==> src/rtl/ex_port_bank_if.sv <==
// rtl/ex_port_bank_if.sv - CPU bus bundle between the 6502 address decode and ex_port_bank
interface ex_port_bank_if #(
  parameter int AddressWidth = 16,
  parameter int DataWidth    = 8
);
  logic [AddressWidth-1:0] bus_addr_i;
  logic [DataWidth-1:0]    bus_wdata_i;
  logic                    bus_we_i;
  logic [DataWidth-1:0]    bus_rdata_o;

  modport master (output bus_addr_i, bus_wdata_i, bus_we_i, input bus_rdata_o);
  modport slave  (input bus_addr_i, bus_wdata_i, bus_we_i, output bus_rdata_o);
endinterface

==> src/rtl/ex_port_bank.sv <==
// rtl/ex_port_bank.sv - bus-writable output channels with STATIC/PWM/ONESHOT aux outputs
// Readback mux is present only when EX_PORT_READBACK_EN is defined; otherwise bus_rdata_o is 0.
module ex_port_bank #(
  parameter int                      NumChannels  = 4,
  parameter int                      DataWidth    = 8,
  parameter int                      AddressWidth = 16,
  parameter logic [AddressWidth-1:0] BaseAddress  = 16'h9100,
  parameter int                      PrescaleDiv  = 48
) (
  input  logic                             clk_i,
  input  logic                             reset_i,
  ex_port_bank_if.slave                    bus,
  output logic [NumChannels*DataWidth-1:0] ex_data_o,
  output logic [NumChannels-1:0]           ex_aux_o
);
  localparam int                      PW       = (PrescaleDiv > 1) ? $clog2(PrescaleDiv) : 1;
  localparam int                      CW       = (NumChannels > 1) ? $clog2(NumChannels) : 1;
  localparam logic [PW-1:0]           PresLast = PW'(PrescaleDiv - 1);
  localparam logic [AddressWidth-1:0] WinSize  = AddressWidth'(2 * NumChannels);
  localparam logic [1:0]              ModePwm     = 2'b01;
  localparam logic [1:0]              ModeOneshot = 2'b10;

  logic [PW-1:0]           r_presc;
  logic [DataWidth-1:0]    r_pwm_cnt;
  logic [DataWidth-1:0]    w_pwm_cnt_nxt;
  logic                    w_tick;
  logic                    w_wrap;
  logic [AddressWidth-1:0] w_off;
  logic                    w_in_win;
  logic [CW-1:0]           w_ch;
  logic                    w_sel_ctrl;
  logic [NumChannels-1:0]  w_wr_val;
  logic [NumChannels-1:0]  w_wr_ctl;
  logic [NumChannels-1:0]  w_aux_nxt;
  logic [NumChannels-1:0]  r_aux;
  logic [DataWidth-1:0]    r_value      [NumChannels];
  logic [DataWidth-1:0]    r_shadow     [NumChannels];
  logic [DataWidth-1:0]    r_pulse      [NumChannels];
  logic [DataWidth-1:0]    w_shadow_nxt [NumChannels];
  logic [DataWidth-1:0]    w_pulse_nxt  [NumChannels];
  logic [1:0]              r_mode       [NumChannels];
  logic [1:0]              w_mode_nxt   [NumChannels];

  // Unsigned wrap makes addresses below BaseAddress land far outside the window.
  assign w_off         = bus.bus_addr_i - BaseAddress;
  assign w_in_win      = (w_off < WinSize);
  assign w_ch          = w_off[CW:1];
  assign w_sel_ctrl    = w_off[0];
  assign w_tick        = (r_presc == PresLast);
  assign w_wrap        = w_tick && (r_pwm_cnt == '1);
  assign w_pwm_cnt_nxt = w_tick ? r_pwm_cnt + DataWidth'(1) : r_pwm_cnt;

  // aux is registered from next-state values so it tracks counters and mode on the same edge.
  always_comb begin
    w_wr_val  = '0;
    w_wr_ctl  = '0;
    w_aux_nxt = '0;
    for (int c = 0; c < NumChannels; c++) begin
      w_wr_val[c]     = bus.bus_we_i && w_in_win && (w_ch == CW'(c)) && !w_sel_ctrl;
      w_wr_ctl[c]     = bus.bus_we_i && w_in_win && (w_ch == CW'(c)) && w_sel_ctrl;
      w_mode_nxt[c]   = w_wr_ctl[c] ? bus.bus_wdata_i[1:0] : r_mode[c];
      w_shadow_nxt[c] = (w_wr_ctl[c] || w_wrap) ? r_value[c] : r_shadow[c];
      w_pulse_nxt[c]  = r_pulse[c];
      if (w_wr_ctl[c]) begin
        w_pulse_nxt[c] = '0;
      end else if (w_wr_val[c] && (r_mode[c] == ModeOneshot)) begin
        w_pulse_nxt[c] = bus.bus_wdata_i;
      end else if (w_tick && (r_pulse[c] != '0)) begin
        w_pulse_nxt[c] = r_pulse[c] - DataWidth'(1);
      end
      case (w_mode_nxt[c])
        ModePwm:     w_aux_nxt[c] = (w_pwm_cnt_nxt < w_shadow_nxt[c]);
        ModeOneshot: w_aux_nxt[c] = (w_pulse_nxt[c] != '0);
        default:     w_aux_nxt[c] = 1'b0;
      endcase
    end
  end

  always_ff @(posedge clk_i or negedge reset_i) begin
    if (!reset_i) begin
      r_presc   <= '0;
      r_pwm_cnt <= '0;
      r_aux     <= '0;
      for (int c = 0; c < NumChannels; c++) begin
        r_value[c]  <= '0;
        r_mode[c]   <= '0;
        r_shadow[c] <= '0;
        r_pulse[c]  <= '0;
      end
    end else begin
      r_presc   <= w_tick ? '0 : r_presc + PW'(1);
      r_pwm_cnt <= w_pwm_cnt_nxt;
      r_aux     <= w_aux_nxt;
      for (int c = 0; c < NumChannels; c++) begin
        if (w_wr_val[c]) begin
          r_value[c] <= bus.bus_wdata_i;
        end
        r_mode[c]   <= w_mode_nxt[c];
        r_shadow[c] <= w_shadow_nxt[c];
        r_pulse[c]  <= w_pulse_nxt[c];
      end
    end
  end

  always_comb begin
    ex_data_o = '0;
    for (int c = 0; c < NumChannels; c++) begin
      ex_data_o[c*DataWidth +: DataWidth] = r_value[c];
    end
  end

  assign ex_aux_o = r_aux;

`ifdef EX_PORT_READBACK_EN
  logic [DataWidth-1:0] r_rdata;

  always_ff @(posedge clk_i or negedge reset_i) begin
    if (!reset_i) begin
      r_rdata <= '0;
    end else if (w_in_win) begin
      r_rdata <= w_sel_ctrl ? DataWidth'(r_mode[w_ch]) : r_value[w_ch];
    end else begin
      r_rdata <= '0;
    end
  end

  assign bus.bus_rdata_o = r_rdata;
`else
  assign bus.bus_rdata_o = '0;
`endif

endmodule

==> src/flat_wrapper.sv <==
// flat-port wrapper written by rule: the top's interface ports become plain ports
module ex_port_bank_flat 
#(
  parameter int                      NumChannels  = 4,
  parameter int                      DataWidth    = 8,
  parameter int                      AddressWidth = 16,
  parameter logic [AddressWidth-1:0] BaseAddress  = 16'h9100,
  parameter int                      PrescaleDiv  = 48
)
  (clk_i, reset_i, ex_data_o, ex_aux_o, bus_bus_addr_i, bus_bus_wdata_i, bus_bus_we_i, bus_bus_rdata_o);
  ex_port_bank_if #(.AddressWidth(AddressWidth), .DataWidth(DataWidth)) bus_i ();
  input  logic clk_i;
  input  logic reset_i;
  output logic [NumChannels*DataWidth-1:0] ex_data_o;
  output logic [NumChannels-1:0] ex_aux_o;
  input wire logic [$bits(bus_i.bus_addr_i)-1:0] bus_bus_addr_i;
  input wire logic [$bits(bus_i.bus_wdata_i)-1:0] bus_bus_wdata_i;
  input wire logic [$bits(bus_i.bus_we_i)-1:0] bus_bus_we_i;
  output wire logic [$bits(bus_i.bus_rdata_o)-1:0] bus_bus_rdata_o;
  assign bus_i.bus_addr_i = bus_bus_addr_i;
  assign bus_i.bus_wdata_i = bus_bus_wdata_i;
  assign bus_i.bus_we_i = bus_bus_we_i;
  assign bus_bus_rdata_o = bus_i.bus_rdata_o;
  ex_port_bank #(.NumChannels(NumChannels), .DataWidth(DataWidth), .AddressWidth(AddressWidth), .BaseAddress(BaseAddress), .PrescaleDiv(PrescaleDiv)) u_core (.clk_i(clk_i), .reset_i(reset_i), .bus(bus_i), .ex_data_o(ex_data_o), .ex_aux_o(ex_aux_o));
endmodule
==> config.mk <==
export PLATFORM = sky130hd
export DESIGN_NAME = ex_port_bank_flat
export DESIGN_NICKNAME = d
export VERILOG_FILES = /design/src/rtl/ex_port_bank_if.sv /design/src/rtl/ex_port_bank.sv /design/src/flat_wrapper.sv
export SDC_FILE = /design/constraint.sdc
export NUM_CORES = 1
export LEC_CHECK = 0
export CORE_UTILIZATION = 30
export CTS_CLUSTER_SIZE = 20
export DETAILED_ROUTE_END_ITERATION = 8
export PLACE_DENSITY = 0.54
export SETUP_SLACK_MARGIN = 0.3
export SYNTH_ARGS = -nofsm -noshare
export SYNTH_HDL_FRONTEND = slang
export SYNTH_SLANG_ARGS = --single-unit
==> constraint.sdc <==
create_clock -name clk_i -period 3.69 [get_ports clk_i]
set_clock_uncertainty 0.15 [all_clocks]
set_input_delay 0.369 -clock clk_i [delete_from_list [all_inputs] [get_ports clk_i]]
set_output_delay 0.369 -clock clk_i [all_outputs]
set_load 0.01 [all_outputs]
==> results by group <==
Place
  • Post-Place Worst Slack: -0.111 ns
  • Cell count after placement: 1,031
  • Placer Congestion: 0.816
  • Post-DP HPWL: 13.7 mm
  • Post-DP Area: 8100 µm²
  • PortBufs: 62

STA
  • Fin crit share: 0.889
  • Final number of setup-violating endpoints: 0
  • Worst slew pin tran: between 0.8 and 0.9 ns
  • Final WS setup: between 0.4 and 0.5 ns
  • Fin. max-slew vios: 0
  • Fmax: 0.305 GHz
  • RSZ-0062 raised after global routing: true
  • Fin. Hold Viols: 0
  • Final min period: 3.28 ns
  • Worst slew margin relative to its limit: 0.431

Drt
  • Detailed Route Iter0 Violations: 226
  • Highest Signal Layer: met4
  • Vias per cell: 4.84
  • Pre-antenna DRT Iters: 6
  • Avg WL per Cell: 17.4 µm
  • DR vias: 5,181
  • Routed Antenna Nets: 0
  • Met1 WL: 8.76 mm
  • Routed WL: 18.7 mm
  • WL met3: roughly 670 µm
  • Wire length on met2: 8.97 mm
  • DRC: 0

Setup path
  • Reg2Reg Launch Point: u_core.r_presc[0]
  • Worst path slowest cell: or4_4
  • Kind of critical path: input pin to flop
  • Reg2Reg Setup Slack: 0.45 ns
  • Worst r2r path cells: 13
  • Worst setup EP type: flop
  • Required time of the critical path: 3.88 ns
  • Crit-path max cell delay: 0.53 ns
  • Startpoint type of the worst setup path: input pin
  • Crit path top cell by count: a2111oi_2
  • Crit path max-delay family: simple AND/OR/NAND/NOR gates
  • WP data arrival: 3.47 ns
  • Critical path buffer and inverter count: 2
  • Crit-path cells: clkdlybuf4s50_1 > or4_4 > nor4b_4 > buf_4 > nand4b_1 > nand2_4 > mux2i_2 > ha_1 > a2111oi_2 > a2111oi_2 > o21ai_1
  • Crit-path max FO: 7
  • Crit Reg-Reg Endpoint: u_core.ex_aux_o[0]

Synthesis
  • Synth unique cells: 66
  • Cell with the most instances after synthesis: dfrtp_1
  • Post-synth EDFFs: 0
  • Mapped Cells: ~650
  • Post-Syn Area: 6800 µm²
  • Leading area contributor after synthesis: dfrtp_1
  • Synth area leaders: dfrtp_1 45%, ha_1 8.5%, mux2_2 7.1%
  • Yosys reg bits: ~120
  • Synth top cells by count: 122 x dfrtp_1, 58 x nor2_1, 57 x inv_1
  • Post-synth top area share: 0.449
  • Synth Area per Inst: 10.5 µm²
  • Ys async rst share: 1.00
  • Sequential-to-total area share from yosys stat: 0.449
  • YS warnings: 0
  • Ys flop type: dfrtp_1

Finish
  • Final Util: 0.405
  • Nets: 850
  • Cell area after layout: slightly below 9000 µm²
  • Filler cell count: 2,195
  • Post-route insts no fill: between 1,000 and 1,500
  • Layout cell share with drive strength beyond 1: 0.222
  • Synth-to-Final Area Change: 31.2%

Clock tree
  • CTS tree: yes
  • Total CTS buffers: 17
  • TritonCTS Sinks: about 120
  • Reg clk slew, reported paths: about 0.060 ns
  • Longest Clk Path Bufs: 2
  • Worst skew pair latency: 0.42 ns
  • H-tree levels: 4
  • Clk Tree Root Cell: clkbuf_16

Hold path
  • Hold crit path type: flop to flop
  • Hold path endpoint: u_core.r_presc[0]
  • Worst hold start: u_core.r_presc[0]
  • Worst hold path depth: 1

Global routing
  • Largest net degree at the start of global routing: 60
  • Initial antenna violation count: 1
  • First-pass GRT wire length: 29.8 mm
  • Tot GR Track Use: 0.167
  • Via count of the first global-routing pass: 5,244
  • Total gr overflow: 0

Power and ir drop
  • Power Density: between 300 and 400 nW/µm²
  • Final Power: 0.00311 W
  • Peak VDD IR: around 300 µV
  • LEAKAGE: 4.19 nW

Floorplan
  • Die Wd: 153 µm
  • Cell Rows: 54
  • Core ar.: 22,000 µm²
  • I/O pins: between 70 and 80
  • Die area: approximately 23,000 µm²
  • Initial Util: 0.309
  • Die height: between 150 and 200 µm

Flow run
  • Max-cap violations: 0

Outcome
  • Status: complete, no violations
[report_power, final]
group / internal [W] / total [W] / switching [W]
clock: 0.00103 / 0.00165 / 0.000618
combinational: 0.0000418 / 0.000118 / 0.0000765
sequential: 0.00134 / 0.00134 / 0.000000356
total: 0.00241 / 0.00311 / 0.000695
[sequential cells by signal, summed over array words and instances, names as in the netlist]
| signal | cells |
|---|---|
| u_core.r_mode | 8 |
| u_core.r_pwm_cnt | 8 |
| u_core.ex_aux_o | 4 |
| u_core.r_shadow | 32 |
| u_core.ex_data_o | 32 |
| u_core.r_presc | 6 |
| u_core.r_pulse | 32 |
[through the flow]
stage	TNS (ns)	hold slack, ns
2_1_floorplan	0	-0.0766
4_1_cts	0	0.323
3_3_place_gp	-0.117	0.308
6_report	0	0.313
5_1_grt	0	0.335
3_5_place_dp	-0.203	0.306
[repair_timing]
item | 4_1_cts | 5_1_grt
hold buffers | 1 | 0
endpoints found under the hold margin | 57 | 0
resized for setup | 1 | 38
buffers inserted | 0 | 6
setup endpoints to repair | 1 | 4
pin swaps | 0 | 9
[final cells by class]
type,count,area (µm²),share of cell area
Inverter,57,214,0.0240
Timing Repair Buffer,123,1100,0.124
Tap cell,280,350,0.0393
Multi-Input combinational cell,456,3610,0.404
Clock inverter,9,86.3,0.00967
Clock buffer,23,508,0.0569
Antenna cell,1,2.50,0.000280
Sequential cell,122,3050,0.342
[kinds of logic after synthesis]
family                     share of synthesized area
xor gates and xnor gates                      0.0386
and+or+nand+nor                                0.174
adders and majority gates                     0.0846
AOI/OAI and AO/OA                             0.0881
DFF                                            0.449
buffers and inverters                         0.0484
muxes                                          0.117
other                                       0.000551
[routing by layer]
metal | GRT usage | up-vias
met5 | 0 | -
met4 | 0.0587 | 0
met3 | 0.0321 | 19
met2 | 0.273 | 97
met1 | 0.221 | 2509
li1 | - | 2556
[cells in the final DEF (no fill, tap or decap), types with 6 or more instances in the layout]
master,netlist,layout
buf_4,9,58
nor4_1,12,11
inv_1,57,57
or3_1,7,7
a21oi_1,32,30
nand3_1,12,12
xnor2_1,20,18
nand4_1,11,11
mux2i_1,29,23
nor2_1,58,58
clkdlybuf4s50_1,0,59
o21ai_0,22,19
nand2_1,27,24
clkbuf_8,0,6
or4_1,6,6
conb_1,1,8
ha_1,46,44
mux2_2,43,42
nor3_1,16,16
clkbuf_16,0,17
nand2b_1,7,7
nor2b_1,10,10
dfrtp_1,122,122
xor2_1,10,10
[how the worst max path moves through the flow]
stage                        from            endpoint  slack, ns  cells past startpoint
6_report       bus_bus_addr_i[11]  u_core.ex_aux_o[1]       0.41                     11
5_1_grt        bus_bus_addr_i[11]  u_core.ex_aux_o[1]       0.26                     11
4_1_cts        bus_bus_addr_i[11]  u_core.ex_aux_o[1]       0.31                     11
3_5_place_dp   bus_bus_addr_i[11]  u_core.ex_aux_o[1]      -0.11                     13
3_3_place_gp   bus_bus_addr_i[11]  u_core.ex_aux_o[1]      -0.06                     13
2_1_floorplan  bus_bus_addr_i[11]  u_core.ex_aux_o[2]       0.51                     12
No activity file was read; power rests on OpenSTA's default activity.
